## config.mk

```make
export PLATFORM = sky130hd
export DESIGN_NAME = sky_dmem_arbiter
export DESIGN_NICKNAME = d
export VERILOG_FILES = /design/src/rtl/sky_xu_pkg.sv /design/src/rtl/sky_dmem_legal_check.sv /design/src/rtl/sky_dmem_arbiter.sv
export SDC_FILE = /design/constraint.sdc
export NUM_CORES = 1
export LEC_CHECK = 0
export BUFFER_PORTS_ARGS = -buffer_cell sky130_fd_sc_hd__buf_4
export CORE_AREA = 2 2 118 120
export DETAILED_ROUTE_END_ITERATION = 10
export DIE_AREA = 0 0 120 122
export GPL_ROUTABILITY_DRIVEN = 0
export PLACE_DENSITY = 0.49
export REMOVE_ABC_BUFFERS = 1
export SLEW_MARGIN = 20
export SYNTH_ARGS = -nofsm -noshare
export SYNTH_HDL_FRONTEND = slang
export SYNTH_SLANG_ARGS = --single-unit
```

## constraint.sdc

```tcl
create_clock -name clk -period 2.37 [get_ports clk]
set_input_delay 0.237 -clock clk [delete_from_list [all_inputs] [get_ports clk]]
set_output_delay 0.237 -clock clk [all_outputs]
set_load 0.02 [all_outputs]
```

## src/rtl/sky_xu_pkg.sv

```systemverilog
// Shared definitions for the sky_xu data-memory path.
//   rsp_owner_e : which port (if any) owns the response in flight
//   WORD_ADDR_W : width of the word index carried in a 32-bit byte address
//   mem_req_t   : one memory request (byte address, store flag, store data)
package sky_xu_pkg;

  localparam int unsigned WORD_ADDR_W = 30;

  typedef enum logic [1:0] {
    OWN_NONE = 2'd0,
    OWN_X    = 2'd1,
    OWN_D    = 2'd2
  } rsp_owner_e;

  typedef struct packed {
    logic [31:0] addr;
    logic        write;
    logic [31:0] wdata;
  } mem_req_t;

endpackage

```

## src/rtl/sky_dmem_legal_check.sv

```systemverilog
// Combinational legality check for a data-memory byte address.
//   addr    in  32 : byte address of the granted request
//   illegal out 1  : address is misaligned or beyond 4*MEM_WORDS bytes
import sky_xu_pkg::*;

module sky_dmem_legal_check #(
  parameter int unsigned MEM_WORDS = 1024
) (
  input  logic [31:0] addr,
  output logic        illegal
);

  logic [WORD_ADDR_W-1:0] word_idx;

  // Comparing word index against the depth is the same as comparing the
  // byte address against 4*MEM_WORDS, and avoids overflowing the limit.
  always_comb begin
    word_idx = addr[31:2];
    illegal  = (addr[1:0] != 2'b00) ||
               ({3'b000, word_idx} >= 33'(MEM_WORDS));
  end

endmodule

```

## src/rtl/sky_dmem_arbiter.sv

```systemverilog
// Two-port arbiter in front of the single-ported sky_data_memory.
// Port X (XU memory stage) has fixed priority; port D (DMA/debug) wins one
// arbitration after STARVE_LIMIT consecutive lost cycles. Each accepted
// request gets exactly one response on the following cycle; illegal
// addresses are accepted but never reach the memory and return rsp_err.
//   clk, reset (async active-low)
//   x_req_* / d_req_* : request valid/ready/write/addr/wdata per port
//   x_rsp_* / d_rsp_* : response valid/rdata/err per port
//   x_stall           : X request present but not accepted
//   mem_*             : command to and registered read data from memory
import sky_xu_pkg::*;

module sky_dmem_arbiter #(
  parameter int unsigned STARVE_LIMIT = 4,
  parameter int unsigned MEM_WORDS    = 1024
) (
  input  logic        clk,
  input  logic        reset,

  input  logic        x_req_valid,
  output logic        x_req_ready,
  input  logic        x_req_write,
  input  logic [31:0] x_req_addr,
  input  logic [31:0] x_req_wdata,
  output logic        x_rsp_valid,
  output logic [31:0] x_rsp_rdata,
  output logic        x_rsp_err,
  output logic        x_stall,

  input  logic        d_req_valid,
  output logic        d_req_ready,
  input  logic        d_req_write,
  input  logic [31:0] d_req_addr,
  input  logic [31:0] d_req_wdata,
  output logic        d_rsp_valid,
  output logic [31:0] d_rsp_rdata,
  output logic        d_rsp_err,

  output logic [31:0] mem_address,
  output logic        mem_read_en,
  output logic        mem_write_en,
  output logic [31:0] mem_write_data,
  input  logic [31:0] mem_read_data
);

  localparam logic [3:0] LIMIT = 4'(STARVE_LIMIT);

  rsp_owner_e  rsp_owner, rsp_owner_next;
  logic        rsp_is_read, rsp_is_read_next;
  logic        rsp_err_q, rsp_err_next;
  logic [3:0]  starve_cnt, starve_cnt_next;

  logic        d_prio, gnt_x, gnt_d, req_illegal;
  logic [31:0] rsp_data;
  mem_req_t    gnt_req;

  // Grant selection; nothing is granted while reset is held low.
  always_comb begin
    d_prio  = (starve_cnt == LIMIT) && d_req_valid;
    gnt_d   = reset && d_req_valid && (d_prio || !x_req_valid);
    gnt_x   = reset && x_req_valid && !d_prio;
    gnt_req = '0;
    if (gnt_d) begin
      gnt_req.addr  = d_req_addr;
      gnt_req.write = d_req_write;
      gnt_req.wdata = d_req_wdata;
    end else if (gnt_x) begin
      gnt_req.addr  = x_req_addr;
      gnt_req.write = x_req_write;
      gnt_req.wdata = x_req_wdata;
    end
  end

  sky_dmem_legal_check #(
    .MEM_WORDS (MEM_WORDS)
  ) u_legal_check (
    .addr    (gnt_req.addr),
    .illegal (req_illegal)
  );

  assign x_req_ready = gnt_x;
  assign d_req_ready = gnt_d;
  assign x_stall     = x_req_valid & ~x_req_ready;

  always_comb begin
    mem_address    = '0;
    mem_write_data = '0;
    mem_read_en    = 1'b0;
    mem_write_en   = 1'b0;
    if ((gnt_x || gnt_d) && !req_illegal) begin
      mem_address    = gnt_req.addr;
      mem_write_data = gnt_req.wdata;
      mem_write_en   = gnt_req.write;
      mem_read_en    = ~gnt_req.write;
    end
  end

  // Next response-tracking state and starvation count.
  always_comb begin
    rsp_owner_next   = OWN_NONE;
    rsp_is_read_next = ~gnt_req.write;
    rsp_err_next     = req_illegal && (gnt_x || gnt_d);
    starve_cnt_next  = starve_cnt;
    if (gnt_d) begin
      rsp_owner_next = OWN_D;
    end else if (gnt_x) begin
      rsp_owner_next = OWN_X;
    end
    if (!d_req_valid || gnt_d) begin
      starve_cnt_next = '0;
    end else if (gnt_x && (starve_cnt != LIMIT)) begin
      starve_cnt_next = starve_cnt + 4'd1;
    end
  end

  always_ff @(posedge clk or negedge reset) begin
    if (!reset) begin
      rsp_owner   <= OWN_NONE;
      rsp_is_read <= 1'b0;
      rsp_err_q   <= 1'b0;
      starve_cnt  <= '0;
    end else begin
      rsp_owner   <= rsp_owner_next;
      rsp_is_read <= rsp_is_read_next;
      rsp_err_q   <= rsp_err_next;
      starve_cnt  <= starve_cnt_next;
    end
  end

  always_comb begin
    rsp_data    = (rsp_is_read && !rsp_err_q) ? mem_read_data : '0;
    x_rsp_valid = (rsp_owner == OWN_X);
    d_rsp_valid = (rsp_owner == OWN_D);
    x_rsp_rdata = x_rsp_valid ? rsp_data : '0;
    d_rsp_rdata = d_rsp_valid ? rsp_data : '0;
    x_rsp_err   = x_rsp_valid && rsp_err_q;
    d_rsp_err   = d_rsp_valid && rsp_err_q;
  end

endmodule

```

Yosys cells after proc, flatten, opt, wreduce, memory -nomap -nowiden
Index checks and enable logic that the tools add are counted.

Flip-flop bits (word level): 8. Bits of input ports: 166. Output and inout port bits: 137. Word-level logic and storage cells: 48.

Add/subtract/negate cells: 1. Magnitude comparators: 1. Equal/unequal tests: 4. Mux-type cells: 13. Bitwise operators: 3. Reductions and logical operators: 22.

Operator list (number): 32-bit two-way mux (5); 65-bit two-way mux (2); 30-bit by 11-bit >= comparator with 1-bit output, second input constant (1); 1-bit logical AND (11); 4-bit two-way mux (2); 1-bit zero test (5); 4-bit by 1-bit adder with 4-bit output, second input constant (1); 4-bit by 3-bit equality test with 1-bit output, second input constant (1); 1-bit logical OR (4); 4-bit by 3-bit inequality test with 1-bit output, second input constant (1); 2-bit nonzero test (2); 1-bit two-way mux (3); 2-bit by 1-bit equality test with 1-bit output, second input constant (1); 2-bit equality test, second input constant (1); 2-bit two-way mux (1); 1-bit NOT (2); 1-bit bitwise AND (1).

Depth between registers and ports, before layout
Depth in word-level cells: 11. Mapped depth: 8. Gate-level depth less buffers: 6.

Cells and area by module
A second synthesis with hierarchy kept.

Cell total of the unflattened synthesis: 278. Area total of the unflattened synthesis: 2265.9 um2.

By module, submodules not included: sky_dmem_arbiter (instances 1, cells an instance 271, area each 2219.6 um2, seq. area each 200.2 um2); sky_dmem_legal_check (instances 1, cells an instance 7, area each 46.3 um2, seq. area each 0.0 um2).

Worst setup path before layout
No wires, ideal clock.

Path type: flip-flop to output port. Start: register starve_cnt[0]. End: output port mem_address[10]. Arrival: 2.028 ns. Required time: 2.133 ns. Slack: 0.105 ns. Cell stages (with the launch flop): 8. Path buffers: 1. Path through: dfrtp_1 inv_1 ha_1 nor2b_1 a31oi_2 clkbuf_1 a22oi_1 nor3_2.

Longest elaborated chain between the ends: 11. Elaborated cells on any way between the ends: 15. Those cells by class: order compare: 1; eq/ne: 1; mux: 3; reduce/logical: 10.

Ends and longest elaborated chain: from (decl) (line sky_dmem_arbiter.sv:51) `logic [3:0] starve_cnt, starve_cnt_next;`; from (signal assigned) (line sky_dmem_arbiter.sv:126) `starve_cnt <= starve_cnt_next;`; 4-bit by 3-bit equality test with 1-bit output (*) (line sky_dmem_arbiter.sv:59) `d_prio = (starve_cnt == LIMIT) && d_req_valid;`; 1-bit logical AND (*) (line sky_dmem_arbiter.sv:59); 1-bit zero test (*) (line sky_dmem_arbiter.sv:61) `gnt_x = reset && x_req_valid && !d_prio;`; 1-bit logical AND (*) (line sky_dmem_arbiter.sv:61); via x_req_ready (line sky_dmem_arbiter.sv:21) `output logic x_req_ready,`; 65-bit two-way mux (line sky_dmem_arbiter.sv:67) `end else if (gnt_x) begin`; 65-bit two-way mux (line sky_dmem_arbiter.sv:63) `if (gnt_d) begin`; 30-bit by 11-bit >= comparator with 1-bit output / 2-bit nonzero test (equally long branches) (line sky_dmem_legal_check.sv:20, sky_dmem_legal_check.sv:19); 1-bit logical OR (line sky_dmem_legal_check.sv:19) `illegal = (addr[1:0] != 2'b00) ||`; 1-bit zero test (line sky_dmem_arbiter.sv:90) `if ((gnt_x || gnt_d) && !req_illegal) begin`; 1-bit logical AND (line sky_dmem_arbiter.sv:90); 32-bit two-way mux (*) (line sky_dmem_arbiter.sv:90); to (decl) (line sky_dmem_arbiter.sv:39) `output logic [31:0] mem_address,`.

Mark *: on every way through the listed nets, which the timed path passes. The rest lies on a longest branch.

Worst setup path in the final report
Start: register starve_cnt[1]. End: output port mem_write_data[10].

Longest elaborated chain between the ends: 11. Elaborated cells on any way between the ends: 15. Those cells by class: order compare: 1; eq/ne: 1; mux: 3; reduce/logical: 10.

Ends and longest elaborated chain: 4-bit by 3-bit equality test with 1-bit output (*) (line sky_dmem_arbiter.sv:59); 1-bit logical AND (*) (line sky_dmem_arbiter.sv:59); 1-bit zero test (line sky_dmem_arbiter.sv:61); 1-bit logical AND (line sky_dmem_arbiter.sv:61); 65-bit two-way mux (line sky_dmem_arbiter.sv:67); 65-bit two-way mux (line sky_dmem_arbiter.sv:63); 30-bit by 11-bit >= comparator with 1-bit output / 2-bit nonzero test (equally long branches) (line sky_dmem_legal_check.sv:20, sky_dmem_legal_check.sv:19); 1-bit logical OR (line sky_dmem_legal_check.sv:19); 1-bit zero test (line sky_dmem_arbiter.sv:90); 1-bit logical AND (line sky_dmem_arbiter.sv:90); 32-bit two-way mux (*) (line sky_dmem_arbiter.sv:90); to (decl) (line sky_dmem_arbiter.sv:42) `output logic [31:0] mem_write_data,`.

Mark *: on every way between the ends. The rest lies on a longest branch, timed or not.

==> impl_metrics.env <==
export IMPL_status="completed"
export IMPL_ys_seq_area_share_pct=9.82
export IMPL_routed_via_density=4.34
export IMPL_vias=3112
export IMPL_powerDensity_mw_per_mm2=252
export IMPL_antenna_left=0
export IMPL_start_util_pct=15.1
export IMPL_reg2reg_slack_ns=0.62
export IMPL_required_ns=2.13
export IMPL_finalSetupViolCount=0
export IMPL_critPathCaptureType="output port"
export IMPL_n_antenna_cell=0
export IMPL_io_buffers=280
export IMPL_yosysWarnings=0
export IMPL_netlist_area_mm2=0.00204
export IMPL_first_pass_iters=4
export IMPL_crit_fanout=7
export IMPL_synth_cell_types=35
export IMPL_drc_errors=0
export IMPL_htreeDepth=1
export IMPL_multi_input_area_mm2=0.00167
export IMPL_layout_drive_gt1_share_pct=67.0
export IMPL_die_h_um=122
export IMPL_mostFrequentLayoutCells="buf_4 (288), and2_1 (66), a22oi_1 (42)"
export IMPL_cts_root_buffer_cell="clkbuf_16"
export IMPL_globalRouteOverflowTotal=0
export IMPL_p_leak_nw=2.38
export IMPL_totalWireLength_mm=12.1
export IMPL_coreArea_mm2=0.0135
export IMPL_min_delay_start="d_req_write"
export IMPL_reg2regPathDepth=7
export IMPL_grt_pass1_vias=2869
export IMPL_worst_hold_slack_ns=0.199
export IMPL_fin_area_mm2=0.00468
export IMPL_drt_iter0_drc=107
export IMPL_cp_start_kind="flip-flop"
export IMPL_crit_start="starve_cnt[1]"
export IMPL_grt_max_degree=38
export IMPL_clk_latency_ns=0.23
export IMPL_regArea_um2=200
export IMPL_io_pins=303
export IMPL_worstPathArrival_ns=2.05
export IMPL_syn_avg_cell_area_um2=8.06
export IMPL_row_count=43
export IMPL_die_w_um=120
export IMPL_synthCells=253
export IMPL_power_total_w=0.00118
export IMPL_fmax_ghz=0.437
export IMPL_grt_pass1_wl_mm=15.6
export IMPL_slowest_stage="dfrtp_1"
export IMPL_crit_chain="inv_2 > ha_4 > nor2b_4 > a31oi_4 > o41a_4 > clkbuf_16 > nor3_4 > buf_4"
export IMPL_hold_viol_final=0
export IMPL_critPathMaxStageDelay_ns=0.38
export IMPL_clock_sinks=8
export IMPL_antenna_found_initial=0
export IMPL_grt_use_total_pct=13.4
export IMPL_rr_startpoint="starve_cnt[0]"
export IMPL_final_nets=707
export IMPL_cts_tree="done"
export IMPL_cts_buffers=3
export IMPL_fillers=1407
export IMPL_utilization_pct=34.6
export IMPL_dp_hpwl_mm=9.38
export IMPL_place_area_mm2=0.00428
export IMPL_path_clk_slew_ns=0.04
export IMPL_clockBufferDepth=2
export IMPL_wl_per_cell_um=16.9
export IMPL_period_share_pct=96.6
export IMPL_setup_worst_path_end="mem_write_data[10]"
export IMPL_hold_class="in -> reg"
export IMPL_vdd_drop_max_v=0.000181
export IMPL_area_growth_syn_to_layout_pct=129
export IMPL_clock_skew_ns=0.00384
export IMPL_period_needed_ns=2.29
export IMPL_critPathKind="reg -> out"
export IMPL_layout_commonest_cell="buf_4"
export IMPL_max_cap_viol_count=0
export IMPL_timing_rr_end="rsp_err_q"
export IMPL_slew_viol_final=0
export IMPL_dieArea_mm2=0.0146
export IMPL_synth_seq_cells=8
[worst min path at each step]
stage | to | slack, ns | cells after the start
after floorplan | rsp_err_q | -0.06 | 0
after global placement | starve_cnt[2] | 0.08 | 1
after detailed placement | starve_cnt[2] | 0.08 | 1
after CTS | rsp_is_read | 0.22 | 2
after global routing | rsp_is_read | 0.21 | 2
final | rsp_is_read | 0.20 | 2
[sequential cells by signal, indices dropped and copies added, names as in the netlist]
name / flops
starve_cnt: 4
rsp_is_read: 1
rsp_owner: 2
rsp_err_q: 1
[cells in the mapped netlist (all sizes together)]
library cell	n	share of area [%]
buf	32	13
inv	2	0.37
or4	2	0.74
and4	1	0.43
a21o	1	0.37
conb	1	0.18
nor4	8	2.5
nand2b	1	0.31
and3b	3	1.3
nand3b	1	0.37
dfrtp	8	9.8
clkbuf	14	2.6
nor4b	1	0.74
o41a	2	1.1
and2	66	20
a21oi	1	0.43
a22oi	43	16
a22o	2	0.86
a31oi	2	0.92
ha	2	1.2
nor3	43	21
a21boi	1	0.37
nor2	1	0.18
nor3b	1	0.37
mux2	1	0.55
o21ai	2	0.49
nand4	2	0.61
nor2b	5	1.5
or2	1	0.31
nand2	2	0.37
nand3	1	0.25
[through the flow]
step,TNS [ns],setup WS [ns],cells
2_1_floorplan,-89.37,-2.12,228
6_report,0,0.0811,717
4_1_cts,0,0.0479,703
3_5_place_dp,0,0.129,699
5_1_grt,-0.0297,-0.0173,717
3_3_place_gp,0,0.121,699
[per-layer routing]
metal | up-vias | wire, um | track usage (%)
li1 | 1448 | - | -
met1 | 1470 | 4720 | 16.4
met2 | 190 | 6420 | 25.3
met3 | 4 | 946 | 2.48
met4 | 0 | 28 | 1.10
met5 | - | 0 | 0
[timing repair]
| action | 4_1_cts | 5_1_grt |
|---|---|---|
| cloned | 0 | 7 |
| setup endpoints to repair | 36 | 44 |
| hold endpoints to repair | 8 | 0 |
| gates resized for setup | 2 | 15 |
| hold buffers | 1 | 0 |
| pin swaps | 1 | 3 |
| setup buffers | 0 | 7 |
[power breakdown]
group | total [W] | internal (W) | switching (W)
sequential | 0.000146 | 0.000143 | 0.00000326
combinational | 0.000745 | 0.000385 | 0.000360
clock | 0.000287 | 0.000218 | 0.0000693
total | 0.00118 | 0.000746 | 0.000432
[logic make-up after synthesis]
group	Yosys count	share of synthesized area [%]
buf+inv	48	16.4
compound gates	54	20.4
simple gates	139	51.5
fa+ha+maj	2	1.23
mux	1	0.552
other cells	1	0.184
flops	8	9.82
[final cells by class]
type,count,share of cell area [%]
well taps,180,4.82
clock buffers,3,1.61
repair buffers,306,53.4
multi-input cells,218,35.7
flip-flops and latches,8,4.28
inverters,2,0.161
[worst max-delay path: cells and delay by family, from the launching register on]
kind | cells | cell delay, ns
DFF | 1 | 0.38
and+or+nand+nor | 2 | 0.18
adders and majority gates | 1 | 0.15
AOI/OAI and AO/OA | 2 | 0.66
buffers and inverters | 3 | 0.44
No activity file was read; power rests on OpenSTA's default activity.
